### src/rtl/vga_scan_ctrl.sv
// vga_scan_ctrl: VGA pixel-scan timing generator for the pong display path.
// Produces hsync/vsync, the visible-area flag, pixel coordinates, a
// frame_start pulse and a frame-aligned move_tick every MOVE_DIV frames.
// Optional feature: define VGA_FRAME_CNT_EN to add the 16-bit frame_cnt output.
module vga_scan_ctrl #(
    parameter int H_VISIBLE = 640,
    parameter int H_FRONT   = 16,
    parameter int H_SYNC    = 96,
    parameter int H_BACK    = 48,
    parameter int V_VISIBLE = 480,
    parameter int V_FRONT   = 10,
    parameter int V_SYNC    = 2,
    parameter int V_BACK    = 33,
    parameter int MOVE_DIV  = 2
) (
    input  logic        vga_clk,
    input  logic        sys_rst_n,
    input  logic        move_en,
    output logic        hsync,
    output logic        vsync,
    output logic        video_en,
    output logic [11:0] pix_x,
    output logic [11:0] pix_y,
    output logic        frame_start,
`ifdef VGA_FRAME_CNT_EN
    output logic [15:0] frame_cnt,
`endif
    output logic        move_tick
);

    localparam int H_TOTAL = H_VISIBLE + H_FRONT + H_SYNC + H_BACK;
    localparam int V_TOTAL = V_VISIBLE + V_FRONT + V_SYNC + V_BACK;

    localparam logic [11:0] H_LAST      = 12'(H_TOTAL - 1);
    localparam logic [11:0] V_LAST      = 12'(V_TOTAL - 1);
    localparam logic [11:0] H_VIS       = 12'(H_VISIBLE);
    localparam logic [11:0] V_VIS       = 12'(V_VISIBLE);
    localparam logic [11:0] H_SYNC_BEG  = 12'(H_VISIBLE + H_FRONT);
    localparam logic [11:0] H_SYNC_END  = 12'(H_VISIBLE + H_FRONT + H_SYNC);
    localparam logic [11:0] V_SYNC_BEG  = 12'(V_VISIBLE + V_FRONT);
    localparam logic [11:0] V_SYNC_END  = 12'(V_VISIBLE + V_FRONT + V_SYNC);
    localparam logic [7:0]  DIV_LAST    = 8'(MOVE_DIV - 1);

    logic [11:0] h_cnt;
    logic [11:0] v_cnt;
    logic [7:0]  div_cnt;
    logic        tick_pend;
    logic        eof;

    // End of frame: last pixel of the last line.
    always_comb begin
        eof = (h_cnt == H_LAST) && (v_cnt == V_LAST);
    end

    // Horizontal and vertical scan counters.
    always_ff @(posedge vga_clk or negedge sys_rst_n) begin
        if (!sys_rst_n) begin
            h_cnt <= '0;
            v_cnt <= '0;
        end else if (h_cnt == H_LAST) begin
            h_cnt <= '0;
            v_cnt <= (v_cnt == V_LAST) ? '0 : v_cnt + 12'd1;
        end else begin
            h_cnt <= h_cnt + 12'd1;
        end
    end

    // Frame divider sampled at EOF; tick_pend marks the (0,0) counter cycle
    // so move_tick is registered on the same edge as frame_start.
    always_ff @(posedge vga_clk or negedge sys_rst_n) begin
        if (!sys_rst_n) begin
            div_cnt   <= '0;
            tick_pend <= 1'b0;
        end else if (eof) begin
            if (!move_en) begin
                div_cnt   <= '0;
                tick_pend <= 1'b0;
            end else if (div_cnt == DIV_LAST) begin
                div_cnt   <= '0;
                tick_pend <= 1'b1;
            end else begin
                div_cnt   <= div_cnt + 8'd1;
                tick_pend <= 1'b0;
            end
        end else begin
            tick_pend <= 1'b0;
        end
    end

    // Registered video outputs derived from the current counter values.
    always_ff @(posedge vga_clk or negedge sys_rst_n) begin
        if (!sys_rst_n) begin
            hsync       <= 1'b1;
            vsync       <= 1'b1;
            video_en    <= 1'b0;
            pix_x       <= '0;
            pix_y       <= '0;
            frame_start <= 1'b0;
            move_tick   <= 1'b0;
        end else begin
            hsync       <= !((h_cnt >= H_SYNC_BEG) && (h_cnt < H_SYNC_END));
            vsync       <= !((v_cnt >= V_SYNC_BEG) && (v_cnt < V_SYNC_END));
            video_en    <= (h_cnt < H_VIS) && (v_cnt < V_VIS);
            pix_x       <= ((h_cnt < H_VIS) && (v_cnt < V_VIS)) ? h_cnt : '0;
            pix_y       <= ((h_cnt < H_VIS) && (v_cnt < V_VIS)) ? v_cnt : '0;
            frame_start <= (h_cnt == '0) && (v_cnt == '0);
            move_tick   <= tick_pend;
        end
    end

`ifdef VGA_FRAME_CNT_EN
    logic eof_pend;

    // Frame counter advances on the edge that raises frame_start after an EOF.
    always_ff @(posedge vga_clk or negedge sys_rst_n) begin
        if (!sys_rst_n) begin
            eof_pend  <= 1'b0;
            frame_cnt <= '0;
        end else begin
            eof_pend <= eof;
            if (eof_pend) begin
                frame_cnt <= frame_cnt + 16'd1;
            end
        end
    end
`endif

endmodule

### config.mk
export PLATFORM = sky130hd
export DESIGN_NAME = vga_scan_ctrl
export DESIGN_NICKNAME = d
export VERILOG_FILES = /design/src/rtl/vga_scan_ctrl.sv
export SDC_FILE = /design/constraint.sdc
export NUM_CORES = 1
export LEC_CHECK = 0
export BUFFER_PORTS_ARGS = -buffer_cell sky130_fd_sc_hd__buf_2
export CAP_MARGIN = 20
export CORE_AREA = 2 2 113 87
export CTS_CLUSTER_SIZE = 20
export DETAILED_ROUTE_END_ITERATION = 10
export DIE_AREA = 0 0 115 89
export PLACE_DENSITY = 0.46
export SYNTH_ARGS = -nofsm -noshare
export SYNTH_HDL_FRONTEND = slang
export SYNTH_SLANG_ARGS = --single-unit
export TNS_END_PERCENT = 10
### constraint.sdc
create_clock -name vga_clk -period 3.6 [get_ports vga_clk]
set_clock_uncertainty 0.05 [all_clocks]
set_input_delay 0.18 -clock vga_clk [delete_from_list [all_inputs] [get_ports vga_clk]]
set_output_delay 0.18 -clock vga_clk [all_outputs]
set_load 0.01 [all_outputs]
; ---- Word-level counts from Yosys, hierarchy flattened
; Index checks and enable logic that the tools add are counted.
; Widths: inputs -> output; s select.
[totals]
output_inout_bits = 29
regBits = 62
inputBits = 3
[classes]
add_sub_neg = 3
order_cmp = 6
eq_ne = 3
reduce_logical = 9
muxes = 9
[op_table]
columns = op, n
row1 = $mux 12, 4
row2 = $add 12x1->12 const B, 2
row3 = $eq 12x10->1 const B, 2
row4 = $logic_not 12->1, 2
row5 = $lt 12x10->1 const B, 2
row6 = $lt 12x9->1 const B, 2
row7 = $mux 8, 2
row8 = $ge 12x10->1 const B, 1
row9 = $ge 12x9->1 const B, 1
row10 = $add 8x1->8 const B, 1
row11 = $eq 8x1->1 const B, 1
row12 = $logic_and 1x1->1, 5
row13 = $mux 1, 3
row14 = $logic_not 1->1, 2

; ---- Depth between registers and ports, before layout
[logic_depth]
depth_word = 4
mapped_depth = 8

; ---- Worst setup path after synthesis
; Ideal clock, no wire load.
[synth_timing]
path_kind = reg2reg
startpoint = register v_cnt[5]
endpoint = register div_cnt[7]
t_required_ns = 3.455
t_arrival_ns = 1.956
n_path_buf = 1
setup_slack_ns = 1.498
synth_period_minus_slack_ns = 2.102
path_stages_with_launch = 7
path_cell_list = dfrtp_1 or4_4 nor3_4 nand2_2 or3_1 buf_2 o31ai_1
[synth_via]
elab_chain_len = 2
[synth_rtl]
columns = element, line
row1 = "start, declared", 45  ; logic [11:0] v_cnt;
row2 = "start signal, assigned", 62  ; v_cnt <= (v_cnt == V_LAST) ? '0 : v_cnt + 12'd1;
row3 = $eq 12x10->1, 52  ; eof = (h_cnt == H_LAST) && (v_cnt == V_LAST);
row4 = $logic_and 1x1->1, 52
row5 = "end signal, assigned", 82  ; div_cnt <= div_cnt + 8'd1;
row6 = "end, declared", 46  ; logic [7:0] div_cnt;
; No other way between the ends.
; A chain may end at the register's enable or synchronous reset.

; ---- Worst setup path after layout
[layout_timing]
startpoint = register h_cnt[11]
endpoint = register div_cnt[7]
[layout_via]
elab_chain_len = 2
[layout_rtl]
columns = element, line
row1 = "start, declared", 44  ; logic [11:0] h_cnt;
row2 = "start signal, assigned", 64  ; h_cnt <= h_cnt + 12'd1;
row3 = $eq 12x10->1, 52
row4 = $logic_and 1x1->1, 52
; No other way between the ends.

==> out/results.txt <==
Clock Pin Slew Worst Setup and Hold Paths: 0.06 ns
HP Class: in -> reg
Mapped Avg Cell Area: 11.0 um^2
Post-CTS Setup Repair Bufs: 0
worst-margin pin slew: 0.996 ns
grt ovf: 0
worst hold path cell count: 3
final setup fails: 0
antenna fix cells: 0
# clock sinks: 62
Iter 0 DRT Violations: 122
Period minus WS final: 2.48 ns
CP arrival: 2.65 ns
crit-path cells: or2_1 > nor4_4 > nand3_2 > or3_1 > o31ai_1
Vias/cell: 4.62
RSZ-0062 raised after global routing: no
sequential share of power: 42.7%
H-tree depth: 3
Sw Share: 20.0%
CTS tree: yes
Setup CP Type: reg -> reg
Layout Cells excl Fill: 405
Post-Synth Simple-Gate Area: 24.7%
DR pass1 iterations: 4
largest net degree at the start of global routing: 50
capturing point of the worst reg2reg path: div_cnt[7]
initial antenna violation count: 0
post-route DRC violation count: 0
post-synthesis mux area share: 0.373%
Routed WL: 5540 um
status: completed
CTS Buffer Depth: 2
Tcrit/Tclk final: 68.9%
root buffer cell: clkbuf_16
CP max stage delay: 0.54 ns
placed cells: 387
Place WS: 1.13 ns
Die W: 115 um
Int Power: 1.31 mW
Top-Level Pins: 32
core footprint: 0.00901 mm^2
Main synth FF type: dfrtp_1
clock power share: 55.6%
Die Y: 89 um
pwr/cell area: 494 mW/mm^2
Final WS setup: 1.12 ns
reg-to-reg slack, setup: 1.12 ns
final non-filler cell area: 0.00332 mm^2
Worst slew margin: 33.4%
post-synthesis compound-gate area fraction: 6.20%
hold_ws: 0.0870 ns
Skew-Pair Late Insertion Delay: 0.33 ns
worst-path fanout max: 10
post-cts sizing count: 0
Buf/Inv on CP: 0
number of global-route vias before repair: 1778
area grow syn2layout: 23.8%
register bit count reported by yosys: 62
Reg2Reg Depth: 5
Critical Path Sink Type: register
hold worst-path end: tick_pend
die area: 0.0102 mm^2
combinational share of power: 1.6%
Mapped Cells: 245
row count: 30
Net count, final: 298
RR Startpoint: h_cnt[11]
Mapped Area: 0.00269 mm^2
maximum vdd drop: 0.209 mV
Area after DPL: 0.00298 mm^2
Fmax: 403 MHz
Seq/Total Area, Yosys: 57.9%
via count: 1870
cell family with most CP delay: simple AND/OR/NAND/NOR gates
Final ANT Viol Nets: 0
Post-synth ARST share: 100%
HPWL after DPL: 3850 um
net switching power: 0.329 mW
TritonCTS buffer count: 9
final hold vios: 0
gr usage total: 12.3%
Worst Path Required: 3.77 ns
combinational family with the most area after synthesis: simple AND/OR/NAND/NOR gates
number of max-cap violations: 0
IO buf count: 31
Synth Area in XOR/XNOR: 5.22%
Synth Area in Adders: 3.26%
synth unique cells: 42
initial core utilization: 29.8%
Yosys warnings: 0
hold_sp: move_en
Post-synth EDFFs: 0
gpl congestion: 0.803
Leak: 1.55 nW
Slowest-stage cell, CP: or3_1
first-pass GRT wire length: 9590 um
max-slew violations: 0
Avg WL per Cell: 13.7 um
final setup TNS: 0 ns
layout cell share with drive strength beyond 1: 20.8%
CP Launch Type: register
==> cell usage after synthesis, types with 2 or more instances <==
master	count	area, um^2
nand2b_1	3	18.8
o31ai_1	4	30.0
xor2_1	9	78.8
nor4_1	10	62.6
or3_1	2	12.5
nand3_1	15	75.1
dfstp_2	2	52.6
dfrtp_1	60	1500
inv_1	8	30.0
buf_2	2	10.0
and4_1	2	17.5
o21ai_0	15	75.1
clkbuf_1	4	15.0
nand4_1	6	37.5
ha_1	7	87.6
nor3_1	8	40.0
nor2_1	19	71.3
nand2_1	19	71.3
and3_1	4	25.0
xnor2_1	7	61.3
nor2b_1	4	25.0
and2_1	15	93.8
==> sequential cells by signal, indices dropped and copies added, names as in the netlist <==
signal / cells
div_cnt: 8
frame_start: 1
h_cnt: 12
hsync: 1
move_tick: 1
pix_x: 12
pix_y: 12
tick_pend: 1
v_cnt: 12
video_en: 1
vsync: 1
==> what timing repair did <==
| item | CTS | global route |
|---|---|---|
| endpoints found under the setup margin | 0 | 0 |
| hold buffers | 0 | 1 |
| hold endpoints to repair | 0 | 12 |
==> stage by stage <==
stage	utilization [%]	power [mW]
6_report	36.9	1.64
5_1_grt	36.9	1.70
4_1_cts	36.6	1.66
3_5_place_dp	33.1	0.738
3_3_place_gp	33.0	0.738
2_1_floorplan	-	0.718
==> power groups by stage <==
stage,logic [mW],clock network [mW],registers (mW)
finish,0.0271,0.914,0.701
global route,0.0319,0.968,0.701
CTS,0.0250,0.938,0.701
detailed placement,0.0253,0,0.713
global placement,0.0252,0,0.713
floorplan,0.00334,0,0.715
==> layer usage <==
metal	up-vias	global-route usage, %	wire [um]
li1	937	-	-
met1	880	18.1	2850
met2	47	16.6	2350
met3	6	4.34	256
met4	0	4.60	81
met5	-	0	0
==> cell type report <==
cell class / count / area (um^2)
multi-input combinational: 172 / 1090
clock inverter: 6 / 86.3
clock buffer: 10 / 229
sequential: 62 / 1550
inverter: 8 / 30.0
fill: 899 / 5680
timing repair buffer: 35 / 198
tap: 112 / 140
==> worst register-to-register path, stage by stage (launching register included) <==
cell     delay [ns]
dfrtp_1        0.39
or2_1          0.40
nor4_4         0.44
nand3_2        0.25
or3_1          0.55
o31ai_1        0.30
==> cells by family (layout without fill, tap and decap cells) <==
logic type,Yosys count,after routing
and+or+nand+nor,118,118
other,1,5
adders and majority gates,7,7
xor gates and xnor gates,16,16
muxes,1,1
buffers and inverters,15,59
DFF,62,62
AOI/OAI and AO/OA,25,25
==> worst max-delay path by stage <==
| stage | start | end | slack, ns | cells after the start |
|---|---|---|---|---|
| 6_report | h_cnt[11] | div_cnt[7] | 1.12 | 5 |
| 5_1_grt | h_cnt[10] | div_cnt[7] | 0.91 | 5 |
| 4_1_cts | h_cnt[11] | div_cnt[7] | 1.09 | 5 |
| 3_5_place_dp | h_cnt[11] | div_cnt[7] | 1.13 | 5 |
| 3_3_place_gp | h_cnt[11] | div_cnt[7] | 1.10 | 5 |
| 2_1_floorplan | v_cnt[5] | div_cnt[7] | 1.50 | 6 |
==> placed cells by master, fill, tap and decap left out, drive strengths merged, types with 2 or more instances in the layout <==
cell     n
or4      2
conb     5
xor2     9
and3     4
xnor2    7
or2      2
bufinv   2
o31ai    5
dfstp    2
inv      8
buf     34
nor2b    4
dfrtp   60
nor2    19
and2    15
nand4    6
clkinv   3
nand2   20
and4     2
clkbuf  10
nor4    11
ha       7
nand3   16
nor3     9
nand2b   3
o21ai   15
or3      2
No activity file was read; power rests on OpenSTA's default activity.
